[config.mk]
export PLATFORM = sky130hd
export DESIGN_NAME = sm_rho_stream
export DESIGN_NICKNAME = d
export VERILOG_FILES = /design/src/rtl/sm_rho_stream.sv
export SDC_FILE = /design/constraint.sdc
export NUM_CORES = 1
export LEC_CHECK = 0
export ABC_CLOCK_PERIOD_IN_PS = 9500
export BUFFER_PORTS_ARGS = -buffer_cell sky130_fd_sc_hd__buf_2
export CAP_MARGIN = 30
export CORE_UTILIZATION = 42
export DETAILED_ROUTE_END_ITERATION = 12
export GPL_ROUTABILITY_DRIVEN = 0
export PLACE_DENSITY_LB_ADDON = 0.25
export SKIP_CTS_REPAIR_TIMING = 1
export SYNTH_ARGS = -nofsm -noshare
export SYNTH_HDL_FRONTEND = slang
export SYNTH_SLANG_ARGS = --single-unit
[constraint.sdc]
create_clock -name clk -period 9.5 [get_ports clk]
set_input_delay 0.95 -clock clk [delete_from_list [all_inputs] [get_ports clk]]
set_output_delay 0.95 -clock clk [all_outputs]
set_load 0.05 [all_outputs]
[src/rtl/sm_rho_stream.sv]
// Streaming Keccak rho step: LPC lanes per beat, one registered output stage, valid/ready on both sides.
// Optional SM_RHO_INV_EN adds an 'inv' input selecting inverse rho (right rotation) for a whole state.
module sm_rho_stream #(
  parameter int W   = 64,
  parameter int LPC = 1
) (
  input  logic             clk,
  input  logic             rst_n,
  input  logic             clr,
`ifdef SM_RHO_INV_EN
  input  logic             inv,
`endif
  input  logic             in_valid,
  output logic             in_ready,
  input  logic [LPC*W-1:0] in_data,
  input  logic             in_last,
  output logic             out_valid,
  input  logic             out_ready,
  output logic [LPC*W-1:0] out_data,
  output logic             out_last,
  output logic             err_sync
);

  localparam int NB = 25 / LPC;
  localparam int BW = (NB > 1) ? $clog2(NB) : 1;
  localparam logic [BW-1:0] BLAST = BW'(NB - 1);
  localparam logic [5:0] MASK = 6'(W - 1);
  localparam logic [5:0] WMOD = 6'(W);

  function automatic logic [5:0] rho_off(input logic [4:0] i);
    case (i)
      5'd0:  rho_off = 6'd0;   5'd1:  rho_off = 6'd1;   5'd2:  rho_off = 6'd62;
      5'd3:  rho_off = 6'd28;  5'd4:  rho_off = 6'd27;  5'd5:  rho_off = 6'd36;
      5'd6:  rho_off = 6'd44;  5'd7:  rho_off = 6'd6;   5'd8:  rho_off = 6'd55;
      5'd9:  rho_off = 6'd20;  5'd10: rho_off = 6'd3;   5'd11: rho_off = 6'd10;
      5'd12: rho_off = 6'd43;  5'd13: rho_off = 6'd25;  5'd14: rho_off = 6'd39;
      5'd15: rho_off = 6'd41;  5'd16: rho_off = 6'd45;  5'd17: rho_off = 6'd15;
      5'd18: rho_off = 6'd21;  5'd19: rho_off = 6'd8;   5'd20: rho_off = 6'd18;
      5'd21: rho_off = 6'd2;   5'd22: rho_off = 6'd61;  5'd23: rho_off = 6'd56;
      5'd24: rho_off = 6'd14;
      default: rho_off = 6'd0;
    endcase
  endfunction

  // Rotate left via a doubled copy so an amount of zero needs no special case.
  function automatic logic [W-1:0] rotl(input logic [W-1:0] x, input logic [5:0] amt);
    logic [2*W-1:0] t;
    t = {x, x} << amt;
    return t[2*W-1:W];
  endfunction

  // Inverse rho is a left rotation by (W - r) mod W.
  function automatic logic [W-1:0] lane_rot(input logic [W-1:0] x, input logic [4:0] idx,
                                            input logic inv_en);
    logic [5:0] amt;
    amt = rho_off(idx) & MASK;
    amt = inv_en ? ((WMOD - amt) & MASK) : amt;
    return rotl(x, amt);
  endfunction

  logic [BW-1:0]    bcnt_r;
  logic             accept_s;
  logic             last_beat_s;
  logic             inv_eff_s;
  logic [LPC*W-1:0] rot_s;

  assign in_ready    = !out_valid || out_ready;
  assign accept_s    = in_valid && in_ready;
  assign last_beat_s = (bcnt_r == BLAST);

`ifdef SM_RHO_INV_EN
  logic inv_r;

  assign inv_eff_s = (bcnt_r == '0) ? inv : inv_r;

  // Direction latched on beat 0 and held for the rest of the state.
  always_ff @(posedge clk or negedge rst_n) begin
    if (!rst_n) begin
      inv_r <= 1'b0;
    end else if (clr) begin
      inv_r <= 1'b0;
    end else if (accept_s && (bcnt_r == '0)) begin
      inv_r <= inv;
    end else begin
      inv_r <= inv_r;
    end
  end
`else
  assign inv_eff_s = 1'b0;
`endif

  // Per-lane rotation of the incoming beat.
  always_comb begin
    rot_s = '0;
    for (int k = 0; k < LPC; k++) begin
      rot_s[k*W +: W] = lane_rot(in_data[k*W +: W], 5'(int'(bcnt_r) * LPC + k), inv_eff_s);
    end
  end

  // Output register, beat counter and sticky framing error; clr outranks an accept.
  always_ff @(posedge clk or negedge rst_n) begin
    if (!rst_n) begin
      bcnt_r    <= '0;
      out_valid <= 1'b0;
      out_data  <= '0;
      out_last  <= 1'b0;
      err_sync  <= 1'b0;
    end else if (clr) begin
      bcnt_r    <= '0;
      out_valid <= 1'b0;
      err_sync  <= 1'b0;
    end else if (accept_s) begin
      out_data  <= rot_s;
      out_last  <= last_beat_s;
      out_valid <= 1'b1;
      bcnt_r    <= last_beat_s ? '0 : bcnt_r + BW'(1);
      if (in_last != last_beat_s) begin
        err_sync <= 1'b1;
      end
    end else if (out_ready) begin
      out_valid <= 1'b0;
    end
  end

endmodule

; ---- After elaboration in Yosys (flattened, before gate mapping)
; Memories as Yosys holds them, arrays and structs flattened.
; Index checks and enable logic that the tools add are counted.
[classes]
addsub = 1
n_mux = 9
n_eq_ne = 2
bitwise_logic = 1
reduce_logical = 8
shifts = 1
[ops]
columns = cell, n
row1 = << shifter 128 x 6 -> 128 bit, 1
row2 = two-way mux 5 bit, 3
row3 = two-way mux 1 bit, 6
row4 = adder 5 x 1 -> 5 bit (second input constant), 1
row5 = equality test 5 bit (second input constant), 1
row6 = AND reduction 2 bit, 2
row7 = nonzero test 2 bit, 2
row8 = nonzero test 3 bit, 1
row9 = logical AND 1 bit, 1
row10 = logical NOT 1 bit, 1
row11 = logical OR 1 bit, 1
row12 = inequality test 1 bit, 1
row13 = inverter 1 bit, 1
[word_totals]
ff_bits = 72
wordCells = 28
out_inout_bits = 68
in_bits = 70
romBits = 192
n_memories = 1
[memory_table]
columns = memory, depth, word_bits, rd, rd_ports_with_merged_regs, write_ports, line_no
row1 = (no name shown), 32, 6, 1, 0, 0, 31  ; case (i)

; ---- Longest topological paths before layout
[logic_depth]
word_depth = 5
depth_mapped = 15
depth_no_buf = 11

; ---- Worst setup path before layout
; OpenSTA, ideal clock, no wires.
[synth_path]
path_type = register -> register
startpoint = register bcnt_r[1]
endpoint = register out_data[18]
setup_ps = 126
path_buffers = 2
path_stages_with_launch = 14
arrival_ps = 3197
path_slack_ps = 6177
required_time_ps = 9374
synth_period_minus_slack_ps = 3323
cell_sequence = dfrtp_1 buf_2 inv_1 ha_1 or2_4 a2bb2oi_4 nand3_2 buf_6 mux2_4 mux4_2 nor2_1 a21oi_1 mux2_2 a221o_1
[synth_between]
elab_chain_len = 2
[synth_lines]
columns = item, line_no
row1 = "start, declared", 61  ; logic [BW-1:0] bcnt_r;
row2 = "start signal, assigned", 116  ; bcnt_r <= last_beat_s ? '0 : bcnt_r + BW'(1);
row3 = memory (32 x 6 bit), -
row4 = << shifter 128 x 6 -> 128 bit, 48  ; t = {x, x} << amt;
row5 = "end signal, assigned", 113  ; out_data <= rot_s;
row6 = "end, declared", 19  ; output logic [LPC*W-1:0] out_data,
; No other way between the ends.
; A chain may end at the register's enable or synchronous reset.

; ---- Worst setup path after layout
[layout_path]
startpoint = register bcnt_r[1]
endpoint = register out_data[15]
; Same word-level chain as after synthesis.

==> impl_metrics.py <==
metrics = {
    "run_status": {
        "status": "complete, no violations",
    },
    "synthesis": {
        "portion_of_synthesized_cell_area_occupied_by_the_leading_cell_type_pct": 21.4,
        "portion_of_netlist_area_occupied_by_mux_cells_pct": 13.4,
        "synth-compound-area-share_pct": 33.2,
        "synthCells": 1069,
        "post_synth_edffs": 0,
        "seq_area_frac_synth_pct": 21.4,
        "post_synth_num_cell_types": 85,
        "post_synth_and_or_nand_nor_area_fraction_pct": 24.1,
        "synth_top_cell_by_area": "sky130_fd_sc_hd__dfrtp_1",
        "synth-seq-cells": 72,
        "synthesis.yosys.warnings": 0,
        "synthTopCellsByArea": "sky130_fd_sc_hd__dfrtp_1, sky130_fd_sc_hd__mux2i_1, sky130_fd_sc_hd__nand4_1",
        "synth_ff_type": "sky130_fd_sc_hd__dfrtp_1",
        "post_synth_xor_area_fraction_pct": 0.312,
        "synth_top_family_by_area": "compound AO/OA/AOI/OAI gates",
        "yosys.area_share.adder_pct": 1.04,
        "synthesis.nets": 1146,
        "share_of_async_settable_or_async_resettable_flops_after_synthesis_pct": 100,
        "syn-cell-area_um2": 8430,
        "synth.avg_cell_area_um2": 7.89,
    },
    "power": {
        "power.share.switching_pct": 50.1,
        "p_int_mw": 0.937,
        "max-vdd-ir-drop_uv": 94.5,
        "power_frac_seq_pct": 23.6,
        "netSwitchingPower_mw": 0.943,
        "p_leak_nw": 3.87,
        "power_per_cell_area_nw_per_um2": 199,
        "combPwrFrac_pct": 57.2,
        "power.share.clock_pct": 19.2,
    },
    "die": {
        "num_io_pins": 138,
        "starting_density_of_the_core_pct": 43.0,
        "die_area_um2": 20600,
        "floorplan.die.width_um": 144,
        "core_um2": 19600,
        "fp.dieH_um": 144,
        "core.rowCount": 51,
    },
    "sta": {
        "fmax_ghz": 0.212,
        "timing_worst_slew_pin_value_ps": 1120,
        "post_route_clock_period_utilization_pct": 49.6,
        "finalHoldViolations": 0,
        "post-route-min-period_ps": 4710,
        "fin_worst_skew_ps": 4.74,
        "setup_viol": 0,
        "slew-limit-headroom_pct": 25.6,
        "unrepaired_setup_endpoints_after_global_routing": "false",
        "final-max-slew-violation-count": 0,
        "setup_tns_ps": 0,
    },
    "placement": {
        "hpwlAfterDp_um": 23000,
        "port_buffers": 137,
        "placed_cells_incl_taps": 1386,
    },
    "finish": {
        "layout.nets": 1209,
        "area_delta_synth_final_pct": 11.9,
        "number_of_antenna_diodes": 0,
        "final_layout_size_suffix_gt1_share_pct": 20.1,
        "nFillCells": 1958,
        "finalNonFillerCells": 1402,
    },
    "global_routing": {
        "initial_antenna_violation_count": 0,
        "grt_first_pass_wirelength_um": 48400,
        "grt_start_max_net_pins": 73,
        "grt_pass1_vias": 8542,
        "overflow": 0,
        "gr-usage-all-layers_pct": 30.2,
    },
    "critical_path": {
        "start_kind": "register",
        "crit_fanout": 46,
        "max_stage_delay_ps": 780,
        "endpoint_kind": "register",
        "timing.reg2reg.setup_slack_ps": 4790,
        "worst_ep_arrival_time_ps": 4950,
        "path_class": "register to register",
        "regToRegEndpoint": "out_data[15]",
        "critical_path.top_delay_family": "compound AO/OA/AOI/OAI gates",
        "r2r_cells": 11,
        "crit_path_top_delay_cell": "sky130_fd_sc_hd__dfrtp_1",
        "worstPathCellList": "inv_1 > ha_1 > nor2b_1 > o32a_1 > buf_4 > nand2_1 > a32oi_1 > mux2i_1 > mux2_2 > o21a_1 > o221ai_1",
        "crit_required_ps": 9740,
        "worstReg2RegStart": "bcnt_r[1]",
        "path_buf_inv": 2,
    },
    "route": {
        "route.layer.met1.wl_um": 13300,
        "top_layer_used": "met4",
        "wl_met3_um": 3480,
        "detail-route-antenna-nets": 0,
        "wire_per_inst_um": 22.3,
        "vias": 9677,
        "drtIter0Drc": 1383,
        "met2WireLength_um": 13300,
        "detail_route.wirelength_um": 31300,
        "firstDrtPassIters": 6,
        "vias_per_cell": 6.90,
        "drc": 0,
    },
    "hold_path": {
        "worstHoldPathType": "register to register",
        "hold-path-cell-count": 2,
        "hold-path-endpoint": "out_last",
        "timing.hold.worst.start": "out_last",
    },
    "cts": {
        "worstSkewPairLatency_ps": 330,
        "clk_transition_reported_paths_ps": 60,
        "cts_buffer_depth": 2,
        "htree_levels": 3,
        "tritoncts": "yes",
        "clock-sinks": 72,
        "cts-buffers-inserted": 9,
        "clk_root_buffer_cell": "sky130_fd_sc_hd__clkbuf_16",
    },
    "run": {
        "cap_viol_max_count": 0,
    },
}
==> per-layer routing <==
metal	up-vias	GRT usage [%]
met4	0	13.5
li1	4367	-
met3	88	5.10
met5	-	0
met2	673	44.1
met1	4549	43.1
==> metrics by stage <==
stage | cell area, um^2 | util, % | setup slack, ps | power [mW] | hold slack, ps
after CTS | 9440 | 48.2 | 4920 | 1.87 | 487
after global routing | 9440 | 48.2 | 4460 | 1.97 | 509
after global placement | 9120 | 46.5 | 5000 | 1.49 | 468
after detailed placement | 9120 | 46.5 | 4940 | 1.50 | 473
after floorplan | 8430 | - | 6180 | 1.21 | 654
final | 9440 | 48.2 | 4790 | 1.88 | 483
==> worst max-delay path by stage <==
stage | slack (ps) | to | from | depth (start not counted)
2_1_floorplan | 6180 | out_data[18] | bcnt_r[1] | 13
3_3_place_gp | 5000 | out_data[7] | bcnt_r[1] | 11
3_5_place_dp | 4940 | out_data[15] | bcnt_r[1] | 11
4_1_cts | 4920 | out_data[58] | bcnt_r[1] | 11
5_1_grt | 4460 | out_data[39] | bcnt_r[1] | 11
6_report | 4790 | out_data[15] | bcnt_r[1] | 11
==> worst register-to-register path: stages (launching register included) <==
cell	delay (ps)
sky130_fd_sc_hd__dfrtp_1	780
sky130_fd_sc_hd__inv_1	250
sky130_fd_sc_hd__ha_1	400
sky130_fd_sc_hd__nor2b_1	260
sky130_fd_sc_hd__o32a_1	190
sky130_fd_sc_hd__buf_4	460
sky130_fd_sc_hd__nand2_1	630
sky130_fd_sc_hd__a32oi_1	620
sky130_fd_sc_hd__mux2i_1	290
sky130_fd_sc_hd__mux2_2	360
sky130_fd_sc_hd__o21a_1	200
sky130_fd_sc_hd__o221ai_1	190
==> cells by family (layout without fill, tap and decap cells) <==
family                     count (synthesis)  after routing
DFF                                       72             72
and+or+nand+nor                          410            410
xor gates and xnor gates                   3              3
buffers and inverters                    115            183
muxes                                    100            100
adders and majority gates                  7              7
AOI/OAI and AO/OA                        362            362
==> Yosys cell counts, types with 3 or more instances <==
library cell                number
sky130_fd_sc_hd__a22oi_1        14
sky130_fd_sc_hd__a221o_1        35
sky130_fd_sc_hd__o221ai_1       33
sky130_fd_sc_hd__o211ai_1       15
sky130_fd_sc_hd__clkbuf_1       48
sky130_fd_sc_hd__buf_6           5
sky130_fd_sc_hd__nor2_2          3
sky130_fd_sc_hd__nand2_1       115
sky130_fd_sc_hd__o32a_1          3
sky130_fd_sc_hd__a32oi_1        36
sky130_fd_sc_hd__buf_2          41
sky130_fd_sc_hd__o31ai_1        16
sky130_fd_sc_hd__buf_4           8
sky130_fd_sc_hd__a21oi_1        41
sky130_fd_sc_hd__o2111ai_1       3
sky130_fd_sc_hd__nand3_1        72
sky130_fd_sc_hd__o22ai_1        14
sky130_fd_sc_hd__nand2b_1        9
sky130_fd_sc_hd__and2_1         31
sky130_fd_sc_hd__a21boi_0        6
sky130_fd_sc_hd__a31oi_1         6
sky130_fd_sc_hd__mux2_2         17
sky130_fd_sc_hd__o22a_1          3
sky130_fd_sc_hd__nand4_1        78
sky130_fd_sc_hd__a22o_1         10
sky130_fd_sc_hd__dfrtp_1        72
sky130_fd_sc_hd__inv_1          11
sky130_fd_sc_hd__ha_1            7
sky130_fd_sc_hd__a32o_1          3
sky130_fd_sc_hd__nor3_1          5
sky130_fd_sc_hd__o21a_1          4
sky130_fd_sc_hd__mux2i_1        72
sky130_fd_sc_hd__a2bb2oi_1       4
sky130_fd_sc_hd__o21ai_1         9
sky130_fd_sc_hd__a211oi_1       10
sky130_fd_sc_hd__nor2_1         70
sky130_fd_sc_hd__nor2b_1         7
sky130_fd_sc_hd__mux4_2          7
sky130_fd_sc_hd__a311oi_1        3
sky130_fd_sc_hd__mux2_4          3
sky130_fd_sc_hd__a21o_1          3
sky130_fd_sc_hd__and3_1          7
sky130_fd_sc_hd__o21ai_0        59
==> area by class of cell <==
class	instances	area, um^2	share of cell area, %
clock inverter	5	80.1	0.848
multi-input combinational	882	6110	64.8
clock buffer	11	243	2.57
sequential	72	1800	19.1
timing repair buffer	156	828	8.78
tap	265	332	3.51
inverter	11	41.3	0.437
==> power by group through the flow <==
stage / Clock, mW / Combinational (mW) / Sequential [mW]
after floorplan: 0 / 0.481 / 0.729
after global placement: 0 / 1.04 / 0.449
after detailed placement: 0 / 1.05 / 0.447
after CTS: 0.368 / 1.06 / 0.443
after global routing: 0.380 / 1.14 / 0.453
final: 0.362 / 1.07 / 0.443
==> layout by cell type (no fill, tap or decap), types with 4 or more instances in the layout <==
master                        n
sky130_fd_sc_hd__mux2i_1     72
sky130_fd_sc_hd__o31ai_1     16
sky130_fd_sc_hd__nand4_1     78
sky130_fd_sc_hd__nand3_1     72
sky130_fd_sc_hd__buf_4       19
sky130_fd_sc_hd__ha_1         7
sky130_fd_sc_hd__a21boi_0     6
sky130_fd_sc_hd__a31oi_1      6
sky130_fd_sc_hd__nor3_1       5
sky130_fd_sc_hd__nand2b_1     9
sky130_fd_sc_hd__a211oi_1    10
sky130_fd_sc_hd__a2bb2oi_1    4
sky130_fd_sc_hd__inv_1       11
sky130_fd_sc_hd__o22ai_1     14
sky130_fd_sc_hd__o221ai_1    33
sky130_fd_sc_hd__a22o_1      10
sky130_fd_sc_hd__nor2b_1      7
sky130_fd_sc_hd__o21a_1       4
sky130_fd_sc_hd__o21ai_1      8
sky130_fd_sc_hd__dfrtp_1     72
sky130_fd_sc_hd__and3_1       7
sky130_fd_sc_hd__mux4_2       7
sky130_fd_sc_hd__buf_2      137
sky130_fd_sc_hd__a21oi_1     41
sky130_fd_sc_hd__o211ai_1    15
sky130_fd_sc_hd__o21ai_0     59
sky130_fd_sc_hd__clkbuf_16    9
sky130_fd_sc_hd__nand2_1    115
sky130_fd_sc_hd__mux2_2      17
sky130_fd_sc_hd__a32oi_1     36
sky130_fd_sc_hd__nor2_1      70
sky130_fd_sc_hd__a221o_1     35
sky130_fd_sc_hd__and2_1      31
sky130_fd_sc_hd__a22oi_1     14
==> flip-flops by register name (all words and copies together), names as in the netlist <==
| name | flops |
|---|---|
| out_last | 1 |
| err_sync | 1 |
| out_data | 64 |
| bcnt_r | 5 |
| out_valid | 1 |
(Power assumes the default switching activity.)
